[src/rtl/weight_addr_gen_bank.sv]
`default_nettype none
// ============================================================================
// Module   : weight_addr_gen_bank
// Purpose  : Address-generator bank for the LSTM accelerator weight path.
//            Three independent one-shot sequencers share a clock:
//              tin - temp-buffer write addresses while the MxM weight matrix
//                    streams in (0 .. M*M-1)
//              h   - temp-buffer read addresses that scatter the matrix into
//                    P weight DPRs. Rows past M-1 are padding and read the
//                    permanently-zero slot ZERO_ADDR.
//              ex  - weight-DPR read addresses during execution, plus the
//                    number of lanes carrying real data
// Ports    : sys_clk, reset_n (async, active-low)
//            <g>_start / <g>_clr   trigger / synchronous return to idle
//            <g>_addr              generated address (AW = 2*FEATURE_BITS)
//            <g>_valid / <g>_done  address live / sequence complete (sticky)
//            ex_active_lanes       active DPR lanes for ex_addr
// Revision : 1.0 - initial release
// ============================================================================
module weight_addr_gen_bank #(
  parameter int FEATURE_BITS = 4,
  parameter int P            = 4,
  parameter int M            = 9,
  parameter int GAMMA        = 3
) (
  input  logic                          sys_clk,
  input  logic                          reset_n,
  input  logic                          tin_start,
  input  logic                          h_start,
  input  logic                          ex_start,
  input  logic                          tin_clr,
  input  logic                          h_clr,
  input  logic                          ex_clr,
  output logic [2*FEATURE_BITS-1:0]     tin_addr,
  output logic [2*FEATURE_BITS-1:0]     h_addr,
  output logic [2*FEATURE_BITS-1:0]     ex_addr,
  output logic                          tin_valid,
  output logic                          h_valid,
  output logic                          ex_valid,
  output logic                          tin_done,
  output logic                          h_done,
  output logic                          ex_done,
  output logic [FEATURE_BITS-1:0]       ex_active_lanes
);

  localparam int AW = 2 * FEATURE_BITS;

  // Sequence lengths (last index) and address/lane constants
  localparam logic [AW-1:0] c_TIN_LAST  = AW'(M * M - 1);
  localparam logic [AW-1:0] c_H_LAST    = AW'(P * GAMMA * M - 1);
  localparam logic [AW-1:0] c_EX_LAST   = AW'(M * GAMMA - 1);
  localparam logic [AW-1:0] c_M         = AW'(M);
  localparam logic [AW-1:0] c_M_LAST    = AW'(M - 1);
  localparam logic [AW-1:0] c_ZERO_ADDR = AW'(M * M);
  localparam logic [AW-1:0] c_LAST_GRP  = AW'(GAMMA - 1);
  localparam logic [FEATURE_BITS-1:0] c_P_LANES = FEATURE_BITS'(P);
  localparam logic [FEATURE_BITS-1:0] c_R_LANES = FEATURE_BITS'(M - (GAMMA - 1) * P);

  typedef enum logic [1:0] {
    ST_IDLE = 2'd0,
    ST_RUN  = 2'd1,
    ST_DONE = 2'd2
  } state_t;

  // --------------------------------------------------------------------------
  // tin generator: address is the index itself
  // --------------------------------------------------------------------------
  state_t          r_tin_state, w_tin_state_nxt;
  logic [AW-1:0]   r_tin_idx,   w_tin_idx_nxt;

  always_ff @(posedge sys_clk or negedge reset_n) begin
    if (!reset_n) begin
      r_tin_state <= ST_IDLE;
      r_tin_idx   <= '0;
    end else begin
      r_tin_state <= w_tin_state_nxt;
      r_tin_idx   <= w_tin_idx_nxt;
    end
  end

  always_comb begin
    w_tin_state_nxt = r_tin_state;
    w_tin_idx_nxt   = r_tin_idx;
    case (r_tin_state)
      ST_IDLE: begin
        // clr dominates start
        if (tin_start && !tin_clr) begin
          w_tin_state_nxt = ST_RUN;
          w_tin_idx_nxt   = '0;
        end
      end
      ST_RUN: begin
        if (tin_clr) begin
          w_tin_state_nxt = ST_IDLE;
          w_tin_idx_nxt   = '0;
        end else if (r_tin_idx == c_TIN_LAST) begin
          // index held so the last address stays on the bus in DONE
          w_tin_state_nxt = ST_DONE;
        end else begin
          w_tin_idx_nxt = r_tin_idx + 1'b1;
        end
      end
      ST_DONE: begin
        if (tin_clr) begin
          w_tin_state_nxt = ST_IDLE;
          w_tin_idx_nxt   = '0;
        end
      end
      default: begin
        w_tin_state_nxt = ST_IDLE;
        w_tin_idx_nxt   = '0;
      end
    endcase
  end

  assign tin_addr  = r_tin_idx;
  assign tin_valid = (r_tin_state == ST_RUN);
  assign tin_done  = (r_tin_state == ST_DONE);

  // --------------------------------------------------------------------------
  // h generator: row/column counters track idx/M and idx%M without a divider.
  // While the row is inside the matrix, r*M+c equals the linear index, so the
  // address is either the next index or the zero slot.
  // --------------------------------------------------------------------------
  state_t          r_h_state, w_h_state_nxt;
  logic [AW-1:0]   r_h_idx,   w_h_idx_nxt;
  logic [AW-1:0]   r_h_row,   w_h_row_nxt;
  logic [AW-1:0]   r_h_col,   w_h_col_nxt;
  logic [AW-1:0]   r_h_addr,  w_h_addr_nxt;

  always_ff @(posedge sys_clk or negedge reset_n) begin
    if (!reset_n) begin
      r_h_state <= ST_IDLE;
      r_h_idx   <= '0;
      r_h_row   <= '0;
      r_h_col   <= '0;
      r_h_addr  <= '0;
    end else begin
      r_h_state <= w_h_state_nxt;
      r_h_idx   <= w_h_idx_nxt;
      r_h_row   <= w_h_row_nxt;
      r_h_col   <= w_h_col_nxt;
      r_h_addr  <= w_h_addr_nxt;
    end
  end

  always_comb begin
    w_h_state_nxt = r_h_state;
    w_h_idx_nxt   = r_h_idx;
    w_h_row_nxt   = r_h_row;
    w_h_col_nxt   = r_h_col;
    w_h_addr_nxt  = r_h_addr;
    case (r_h_state)
      ST_IDLE: begin
        if (h_start && !h_clr) begin
          w_h_state_nxt = ST_RUN;
          w_h_idx_nxt   = '0;
          w_h_row_nxt   = '0;
          w_h_col_nxt   = '0;
          w_h_addr_nxt  = '0;
        end
      end
      ST_RUN: begin
        if (h_clr) begin
          w_h_state_nxt = ST_IDLE;
          w_h_idx_nxt   = '0;
          w_h_row_nxt   = '0;
          w_h_col_nxt   = '0;
          w_h_addr_nxt  = '0;
        end else if (r_h_idx == c_H_LAST) begin
          w_h_state_nxt = ST_DONE;
        end else begin
          w_h_idx_nxt = r_h_idx + 1'b1;
          if (r_h_col == c_M_LAST) begin
            w_h_col_nxt = '0;
            w_h_row_nxt = r_h_row + 1'b1;
          end else begin
            w_h_col_nxt = r_h_col + 1'b1;
          end
          w_h_addr_nxt = (w_h_row_nxt < c_M) ? w_h_idx_nxt : c_ZERO_ADDR;
        end
      end
      ST_DONE: begin
        if (h_clr) begin
          w_h_state_nxt = ST_IDLE;
          w_h_idx_nxt   = '0;
          w_h_row_nxt   = '0;
          w_h_col_nxt   = '0;
          w_h_addr_nxt  = '0;
        end
      end
      default: begin
        w_h_state_nxt = ST_IDLE;
        w_h_idx_nxt   = '0;
        w_h_row_nxt   = '0;
        w_h_col_nxt   = '0;
        w_h_addr_nxt  = '0;
      end
    endcase
  end

  assign h_addr  = r_h_addr;
  assign h_valid = (r_h_state == ST_RUN);
  assign h_done  = (r_h_state == ST_DONE);

  // --------------------------------------------------------------------------
  // ex generator: address is the index; a group counter (idx/M) selects the
  // lane count, where the final group may be only partially populated.
  // --------------------------------------------------------------------------
  state_t          r_ex_state, w_ex_state_nxt;
  logic [AW-1:0]   r_ex_idx,   w_ex_idx_nxt;
  logic [AW-1:0]   r_ex_grp,   w_ex_grp_nxt;
  logic [AW-1:0]   r_ex_col,   w_ex_col_nxt;

  always_ff @(posedge sys_clk or negedge reset_n) begin
    if (!reset_n) begin
      r_ex_state <= ST_IDLE;
      r_ex_idx   <= '0;
      r_ex_grp   <= '0;
      r_ex_col   <= '0;
    end else begin
      r_ex_state <= w_ex_state_nxt;
      r_ex_idx   <= w_ex_idx_nxt;
      r_ex_grp   <= w_ex_grp_nxt;
      r_ex_col   <= w_ex_col_nxt;
    end
  end

  always_comb begin
    w_ex_state_nxt = r_ex_state;
    w_ex_idx_nxt   = r_ex_idx;
    w_ex_grp_nxt   = r_ex_grp;
    w_ex_col_nxt   = r_ex_col;
    case (r_ex_state)
      ST_IDLE: begin
        if (ex_start && !ex_clr) begin
          w_ex_state_nxt = ST_RUN;
          w_ex_idx_nxt   = '0;
          w_ex_grp_nxt   = '0;
          w_ex_col_nxt   = '0;
        end
      end
      ST_RUN: begin
        if (ex_clr) begin
          w_ex_state_nxt = ST_IDLE;
          w_ex_idx_nxt   = '0;
          w_ex_grp_nxt   = '0;
          w_ex_col_nxt   = '0;
        end else if (r_ex_idx == c_EX_LAST) begin
          w_ex_state_nxt = ST_DONE;
        end else begin
          w_ex_idx_nxt = r_ex_idx + 1'b1;
          if (r_ex_col == c_M_LAST) begin
            w_ex_col_nxt = '0;
            w_ex_grp_nxt = r_ex_grp + 1'b1;
          end else begin
            w_ex_col_nxt = r_ex_col + 1'b1;
          end
        end
      end
      ST_DONE: begin
        if (ex_clr) begin
          w_ex_state_nxt = ST_IDLE;
          w_ex_idx_nxt   = '0;
          w_ex_grp_nxt   = '0;
          w_ex_col_nxt   = '0;
        end
      end
      default: begin
        w_ex_state_nxt = ST_IDLE;
        w_ex_idx_nxt   = '0;
        w_ex_grp_nxt   = '0;
        w_ex_col_nxt   = '0;
      end
    endcase
  end

  assign ex_addr  = r_ex_idx;
  assign ex_valid = (r_ex_state == ST_RUN);
  assign ex_done  = (r_ex_state == ST_DONE);
  assign ex_active_lanes = (r_ex_state != ST_RUN)      ? '0 :
                           (r_ex_grp   == c_LAST_GRP)  ? c_R_LANES : c_P_LANES;

endmodule
`default_nettype wire

[config.mk]
export PLATFORM = sky130hd
export DESIGN_NAME = weight_addr_gen_bank
export DESIGN_NICKNAME = d
export VERILOG_FILES = /design/src/rtl/weight_addr_gen_bank.sv
export SDC_FILE = /design/constraint.sdc
export NUM_CORES = 1
export LEC_CHECK = 0
export ABC_CLOCK_PERIOD_IN_PS = 2000
export BUFFER_PORTS_ARGS = -buffer_cell sky130_fd_sc_hd__clkbuf_2
export CAP_MARGIN = 20
export CORE_UTILIZATION = 50
export CTS_CLUSTER_SIZE = 24
export DETAILED_ROUTE_END_ITERATION = 10
export PLACE_DENSITY = 0.84
export SLEW_MARGIN = 30
export SYNTH_ARGS = -nofsm -noshare
export SYNTH_HDL_FRONTEND = slang
export SYNTH_SLANG_ARGS = --single-unit
[constraint.sdc]
create_clock -name sys_clk -period 2 [get_ports sys_clk]
set_input_delay 0.4 -clock sys_clk [delete_from_list [all_inputs] [get_ports sys_clk]]
set_output_delay 0.4 -clock sys_clk [all_outputs]
set_load 0.01 [all_outputs]
==> impl_metrics.tcl, run 1 <==
set metrics [dict create \
    period_share_pct 103 \
    vias 3629 \
    start_util_pct 52.8 \
    wl_per_cell_um 15.0 \
    grt_pass1_vias 3525 \
    powerDensity_nw_per_um2 572 \
    ir_drop_uv 366 \
    synth_area_sq_um 3910 \
    cts_tree "done" \
    postSynthAreaPerCell_sq_um 9.27 \
    dp_slack_ns -0.141 \
    grt_max_degree 71 \
    p_int_uw 2070 \
    cp_data_arrival_time_ns 2.35 \
    r2r_cells 6 \
    clock_sinks 70 \
    required_ns 2.28 \
    numCtsBuffers 9 \
    grt_overflow 0 \
    synth_warnings 0 \
    synth_top_family_by_area "simple AND/OR/NAND/NOR gates" \
    holdBufCountCts 0 \
    p_clk_share_pct 35.6 \
    hold_violations 0 \
    async_reset_ff_share_pct 100 \
    clock_latency_ns 0.34 \
    max_cap_viol_count 0 \
    synth-simple-area-share_pct 23.9 \
    yosys-top-cells-area "dfrtp_1, ha_1, nand2_1, nor2_1, o21ai_1" \
    drive_above_1_share_pct 26.1 \
    violations "negative setup slack" \
    placed_cells 602 \
    path_class "flip-flop to flip-flop" \
    slew_viol_final 0 \
    synthXorXnorAreaFrac_pct 4.48 \
    drtIter0Drc 268 \
    antenna_cells 0 \
    htree_levels 3 \
    synth_edf_count 0 \
    ys_ff_latch 70 \
    synth_top_area_cell "dfrtp_1" \
    max_freq_mhz 485 \
    syn-instance-count 422 \
    endpoint "h_addr[5]" \
    gr-usage-all-layers_pct 24.2 \
    dr.pass1.iters 5 \
    crit_path_end_kind "flip-flop" \
    synth_most_common_cell "dfrtp_1" \
    power.total_uw 2840 \
    antenna_left 0 \
    cts_root_buf "clkbuf_8" \
    hold_class "input pin to asynchronous set/reset pin" \
    synth.area.mux_share_pct 0.544 \
    wirelength_um 9290 \
    status "complete, but fails checks" \
    timing.rr.end "h_addr[5]" \
    netSwitchingPower_uw 770 \
    critPathMaxFanout 8 \
    yosys.area_share.adder_pct 3.84 \
    cts.path.max_buffers 2 \
    synth.top_cells.by_count "dfrtp_1, nand2_1, nor2_1, o21ai_1, a21oi_1" \
    rsz0062_at_grt "true" \
    drc 0 \
    synth_flop_cell "dfrtp_1" \
    synth_compound_area_share_pct 19.3 \
    antenna_found_initial 0 \
    area_delta_synth_final_pct 26.9 \
    synth_cell_types 62 \
    ys_seq_area_share_pct 44.8 \
    die_width_um 90.4 \
    r2r-start "r_h_col[7]" \
    dpl.hpwl_um 6530 \
    clkTransAtPathRegs_ns 0.07 \
    gp_congestion 0.888 \
    sw_frac_of_total_pct 27.1 \
    power_frac_seq_pct 51.7 \
    p_leak_uw 0.00231 \
    design.die.area_sq_um 8180 \
    die_h_um 90.4 \
    stdcell_count 620 \
    grt_pass1_wl_um 16100 \
    ff2ff_setup_slack_ns -0.06 \
    worstSetupStartpoint "r_h_col[7]" \
    setup_viol 8 \
    vias_per_cell 5.85 \
    post-route-worst-setup-slack_ns -0.0635 \
    coreArea_sq_um 7410 \
    io_buffers 39 \
    synth_top_area_share_pct 44.8 \
    fin_skew_ns 0.00529 \
    row_count 31 \
    critPathLaunchType "flip-flop" \
    fin_tns_setup_ns -0.238 \
    ios 42 \
    num-nets-final 536 \
    combPwrFrac_pct 12.7 \
    final.min_clock_period_ns 2.06 \
]
-- cell families (layout without fill, tap and decap cells) --
logic type / after synthesis / in the layout
AND/OR/NAND/NOR: 173 / 173
flip-flops: 70 / 70
adder cells (fa/ha/maj): 12 / 12
AO/OA/AOI/OAI: 114 / 114
buffers and inverters: 30 / 128
other: 1 / 2
XOR/XNOR: 20 / 20
multiplexers: 2 / 2
-- state kept, by name, indices dropped and copies added (netlist names) --
register	cells
ex_addr	8
r_tin_state	2
r_h_idx	8
r_h_col	8
h_addr	8
r_h_state	2
tin_addr	8
r_ex_col	8
r_ex_state	2
r_h_row	8
r_ex_grp	8
-- worst min path at each step --
stage          startpoint              to  slack (ns)  cells past startpoint
2_1_floorplan     reset_n      ex_addr[0]        0.10                      0
3_3_place_gp      reset_n  r_tin_state[0]        0.45                      2
3_5_place_dp      reset_n     tin_addr[5]        0.46                      2
4_1_cts           reset_n     tin_addr[5]        0.08                      2
5_1_grt           reset_n     tin_addr[5]        0.09                      2
6_report          reset_n     tin_addr[5]        0.07                      2
-- area by class of cell --
cell class,instances,area (sq um)
Sequential cell,70,1750
Inverter,17,63.8
Multi-Input combinational cell,323,2220
Tap cell,99,124
Clock buffer,12,145
Timing Repair Buffer,95,636
Clock inverter,4,22.5
Fill cell,560,2450
-- cell usage in the layout (no fill, tap or decap), types with 15 or more instances in the layout --
cell      Yosys  final
dfrtp_1      70     70
inv_1        17     17
xor2_1       15     15
nand2_1      38     37
nand3_1      24     23
o21ai_0      15     15
a21oi_1      26     24
o21ai_1      27     27
clkbuf_2      0     37
nor2_1       38     38
buf_4         2     53
-- metrics by stage --
| stage | area (sq um) | utilization, % | hold slack (ns) |
|---|---|---|---|
| final | 4960 | 67.0 | 0.0742 |
| after floorplan | 3950 | - | 0.104 |
| after CTS | 4830 | 65.2 | 0.0823 |
| after global routing | 4960 | 67.0 | 0.0892 |
| after global placement | 4630 | 62.5 | 0.454 |
| after detailed placement | 4630 | 62.5 | 0.460 |
-- layer usage --
metal  global-route usage (%)  vias up  part of all wire (%)
met2                     40.8      106                    51
met1                     30.9     1772                    43
met4                     7.93        0                   1.5
li1                         -     1736                     -
met5                        0        -                     0
met3                     5.13       15                   4.3
-- repair_timing --
item                       in CTS  in global routing
setup endpoints to repair      10                 28
setup buffers                   0                  2
pin swaps                       4                  6
resized for setup               6                 20
-- critical path, stage by stage (launching register included) --
cell and delay [ns]:
dfrtp_1 0.39, or4_4 0.62, a2111oi_4 0.24, o22ai_2 0.14, a221oi_4 0.27, buf_6 0.17, a32o_1 0.17
-- power groups by stage --
stage          registers (uW)  clock network [uW]  logic, uW
2_1_floorplan            1510                   0        154
3_3_place_gp             1490                   0        330
6_report                 1470                1010        361
5_1_grt                  1470                1110        396
3_5_place_dp             1490                   0        343
4_1_cts                  1470                1040        347
(Power assumes the default switching activity.)
==> run 2, diff against run 1 <==
SETUP_SLACK_MARGIN = 0.1   (was default)
==> run 2 against run 1 <==
The run still ends with negative setup slack left. Combinational power increased by 16%. Highest routed layer unchanged. Clock power grew 17%. Clock-buffer cell count increased by 1. Register-to-register slack worse by 0.02 ns. Largest cell class unchanged. First-iteration DRC count decreased by 20%.
==> impl_metrics.tcl, run 2 (synthesis results as in run 1) <==
set metrics [dict create \
    status "complete, but fails checks" \
    violations "negative setup slack" \
    wirelength_um 10400 \
    path_class "flip-flop to flip-flop" \
    powerDensity_nw_per_um2 586 \
    required_ns 2.28 \
    slew_viol_final 0 \
    p_leak_uw 0.00240 \
    clock_latency_ns 0.34 \
    cp_data_arrival_time_ns 2.36 \
    drive_above_1_share_pct 33.4 \
    drc 0 \
    cts_tree "done" \
    ir_drop_uv 324 \
    antenna_cells 0 \
    wl_per_cell_um 16.6 \
    final_common_cell "dfrtp_1" \
    rsz0062_at_grt "true" \
    row_count 31 \
    hold_violations 0 \
    grt_max_degree 71 \
    numCtsBuffers 9 \
    dp_slack_ns -0.0922 \
    holdBufCountCts 0 \
    max_stage_delay_ns 0.62 \
    post-route-worst-setup-slack_ns -0.0822 \
    gp_congestion 0.858 \
    grt.met3_usage_pct 4.38 \
    fin_skew_ns 0.00986 \
    nFillCells 513 \
    ios 42 \
    coreArea_sq_um 7410 \
    dpl.hpwl_um 6450 \
    gr-usage-all-layers_pct 24.6 \
    max_cap_viol_count 0 \
    cts_root_buf "clkbuf_8" \
    setup_viol 15 \
    timing.rr.end "h_addr[1]" \
    design.die.area_sq_um 8180 \
    clkTransAtPathRegs_ns 0.07 \
    die_width_um 90.4 \
    critPathLaunchType "flip-flop" \
    met2_usage_pct 42.3 \
    area_delta_synth_final_pct 34.1 \
    cts.path.max_buffers 2 \
    io_buffers 39 \
    grt_overflow 0 \
    antenna_found_initial 0 \
    p_clk_share_pct 38.5 \
    critPathMaxFanout 8 \
    start_util_pct 52.8 \
    antenna_left 0 \
    grt_util_met1_pct 31.2 \
    num-nets-final 539 \
    htree_levels 3 \
    sw_frac_of_total_pct 26.4 \
    hold_class "input pin to asynchronous set/reset pin" \
    final_cell_mix "dfrtp_1, buf_4, nor2_1" \
    drtIter0Drc 214 \
    p_int_uw 2260 \
    grt_busiest_layer "met2" \
    max_freq_mhz 480 \
    vias_per_cell 5.95 \
    die_h_um 90.4 \
    dr.pass1.iters 4 \
    crit_path_end_kind "flip-flop" \
    grt_pass1_vias 3555 \
    grt_pass1_wl_um 16400 \
    period_share_pct 104 \
    netSwitchingPower_uw 811 \
    vias 3704 \
    crit_chain "or4_4 > a2111oi_4 > o22ai_2 > a221oi_4 > buf_6 > a32o_1" \
    r2r_cells 6 \
    fin_tns_setup_ns -0.861 \
    combPwrFrac_pct 13.6 \
    ff2ff_setup_slack_ns -0.08 \
    power_frac_seq_pct 47.9 \
    final.min_clock_period_ns 2.08 \
    crit_slowest_cell "or4_4" \
    clock_sinks 70 \
    r2r-start "r_h_col[7]" \
]
## run 2: layer usage
layer / part of all wire (%) / up-vias / wire, um
met5: 0 / - / 0
met4: 2.1 / 0 / 216
met3: 4.4 / 26 / 460
met2: 52 / 118 / 5360
met1: 42 / 1825 / 4330
li1: - / 1735 / -
## run 2: worst max-delay path: cells and delay by family (launching register included)
family	cells	cell delay, ns
flip-flops	1	0.39
AND/OR/NAND/NOR	1	0.62
AO/OA/AOI/OAI	4	0.84
buffers and inverters	1	0.16
## run 2: how the worst max path moves through the flow
stage | slack, ns | end | cells after the start | startpoint
final | -0.08 | h_addr[1] | 6 | r_h_col[7]
after floorplan | 0.01 | h_addr[2] | 5 | r_h_col[4]
after global routing | -0.16 | r_ex_grp[4] | 8 | r_ex_col[1]
after CTS | -0.03 | h_addr[1] | 6 | r_h_col[4]
after detailed placement | -0.09 | h_addr[1] | 6 | r_h_col[7]
after global placement | -0.05 | h_addr[7] | 6 | r_h_col[7]
## run 2: per-stage QoR
step	power, uW	cells	utilization (%)	hold slack, ns	instance area, sq um
after global routing	3210	623	70.8	0.0904	5250
after global placement	1820	596	62.6	0.451	4640
after detailed placement	1840	596	62.6	0.458	4640
after floorplan	1670	423	-	0.104	4000
final	3070	623	70.8	0.0742	5250
after CTS	3020	616	66.7	0.0868	4940
## run 2: layout make-up
cell class              instances  area, sq um  area share (%)
clock inverters                 3         42.5           0.811
well taps                      99          124            2.36
multi-input cells             323         2410            45.9
clock buffers                  13          159            3.03
flip-flops and latches         70         1750            33.4
inverters                      17         63.8            1.22
repair buffers                 98          697            13.3
## run 2: repair_timing
action | in CTS | in global routing
setup endpoints to repair | 36 | 57
pin swaps | 15 | 28
resized for setup | 15 | 62
buffers inserted | 4 | 8
## run 2: power groups by stage
stage               Combinational (uW)  Sequential (uW)  Clock (uW)
CTS                                353             1470        1200
finish                             419             1470        1180
global placement                   326             1490           0
global route                       458             1480        1270
floorplan                          159             1510           0
detailed placement                 340             1500           0
==> run 3, diff against run 2 <==
CORE_ASPECT_RATIO = 0.6   (was default)
==> run 3 against run 2 <==
The run still ends with negative setup slack left. Register-to-register slack lost 0.13 ns. Clock-buffer cell count shrank 2. Global-route usage grew 3.8 points. Wire length grew 16%. Critical path depth is the same. Clock skew shrank 0.0029 ns. Largest power group is now clock. Highest routed layer unchanged.
==> impl_metrics.tcl, run 3 (synthesis results as in run 1) <==
set metrics [dict create \
    gp_congestion 0.933 \
    row_count 24 \
    powerDensity_nw_per_um2 642 \
    ios 42 \
    cts.path.max_buffers 2 \
    num-nets-final 555 \
    required_ns 2.20 \
    clock_sinks 70 \
    fin_tns_setup_ns -1.56 \
    dp_slack_ns -0.156 \
    dr.pass1.iters 5 \
    slew_headroom_pct 60.6 \
    r2r-start "r_h_col[5]" \
    coreArea_sq_um 7420 \
    crit_path_end_kind "flip-flop" \
    design.die.area_sq_um 8190 \
    path_class "flip-flop to flip-flop" \
    wl_per_cell_um 18.7 \
    setup_viol 8 \
    drc 0 \
    violations "negative setup slack" \
    status "complete, but fails checks" \
    grt_pass1_wl_um 17800 \
    max_slew.worst_pin.slew_ns 0.589 \
    final_cell_mix "dfrtp_1, buf_4, nor2_1" \
    htree_levels 3 \
    grt_overflow 0 \
    ff2ff_setup_slack_ns -0.21 \
    ir_drop_uv 398 \
    stdcell_count 644 \
    die_h_um 70.5 \
    slew_viol_final 0 \
    io_buffers 39 \
    antenna_found_initial 0 \
    start_util_pct 52.7 \
    drive_above_1_share_pct 36.7 \
    critPathLaunchType "flip-flop" \
    clkTransAtPathRegs_ns 0.06 \
    die_width_um 116 \
    r2r_cells 6 \
    final_common_cell "dfrtp_1" \
    drtIter0Drc 376 \
    timing.rr.end "h_addr[0]" \
    antenna_cells 0 \
    period_share_pct 111 \
    critPathMaxFanout 8 \
    cts_root_buf "clkbuf_16" \
    rsz0062_at_grt "true" \
    p_leak_uw 0.00251 \
    post-route-worst-setup-slack_ns -0.215 \
    grt_max_degree 71 \
    vias 3973 \
    antenna_left 0 \
    max_cap_viol_count 0 \
    numCtsBuffers 9 \
    vias_per_cell 6.17 \
    cts_tree "done" \
    hold_class "input pin to asynchronous set/reset pin" \
    fin_skew_ns 0.00695 \
    holdBufCountCts 0 \
    hold_slack_ns 0.0767 \
    clock_latency_ns 0.34 \
    max_freq_mhz 451 \
    grt_pass1_vias 3694 \
    dpl.hpwl_um 7280 \
    wirelength_um 12000 \
    final.min_clock_period_ns 2.21 \
    area_delta_synth_final_pct 41.6 \
    cp_data_arrival_time_ns 2.41 \
    final_util_pct 74.7 \
    hold_violations 0 \
    placed_cells 611 \
    gr-usage-all-layers_pct 28.5 \
]
==> run 3: cell types whose count changed in the layout (fill, tap and decap cells not counted), sizes merged <==
cell,change
buf,+15
clkbuf,-1
clkinv,+1
clkinvlp,+1
==> run 3: worst max-delay path, stage by stage, from the launching register on <==
cell and delay, ns:
dfrtp_1 0.40, or4_4 0.64, a2111oi_4 0.28, o22ai_2 0.14
a221oi_4 0.32, buf_6 0.18, o21ai_1 0.11
==> run 3: repair_timing <==
| action | CTS | global route |
|---|---|---|
| buffers inserted | 6 | 14 |
| resized for setup | 33 | 57 |
| pin swaps | 27 | 34 |
| setup endpoints to repair | 30 | 46 |
==> run 3: power by group <==
part           internal, uW  leakage [uW]  total, uW  switching [uW]
registers              1450      0.000965       1470            25.3
clock network           999      0.000142       1630             627
logic                   189       0.00141        456             267
==> run 3: area by class of cell <==
class | count | area, sq um
multi-input cells | 323 | 2460
well taps | 104 | 130
clock buffers | 11 | 243
inverters | 17 | 63.8
fillers | 487 | 1880
repair buffers | 114 | 828
flip-flops and latches | 70 | 1750
clock inverters | 5 | 58.8
==> run 3: per-layer routing <==
metal / track usage, % / vias up / part of all wire, %
met2: 45.6 / 231 / 47
li1: - / 1775 / -
met4: 13.5 / 0 / 3.4
met3: 5.47 / 49 / 7.3
met1: 37.2 / 1918 / 42
met5: 0 / - / 0
==> run 3: worst max path at each step <==
stage	startpoint	end	slack [ns]	cells after the start
floorplan	r_h_col[4]	h_addr[2]	0.01	5
global placement	r_h_col[7]	h_addr[5]	-0.04	6
detailed placement	r_h_col[7]	h_addr[2]	-0.16	7
CTS	r_h_col[5]	h_addr[2]	-0.12	6
global route	r_h_col[5]	h_addr[3]	-0.24	6
finish	r_h_col[5]	h_addr[0]	-0.21	6
==> run 3: metrics by stage <==
step	total power [uW]	cell area, sq um
final	3550	5540
after global routing	3660	5540
after CTS	3490	5220
after detailed placement	1860	4720
after global placement	1830	4720
after floorplan	1670	4000
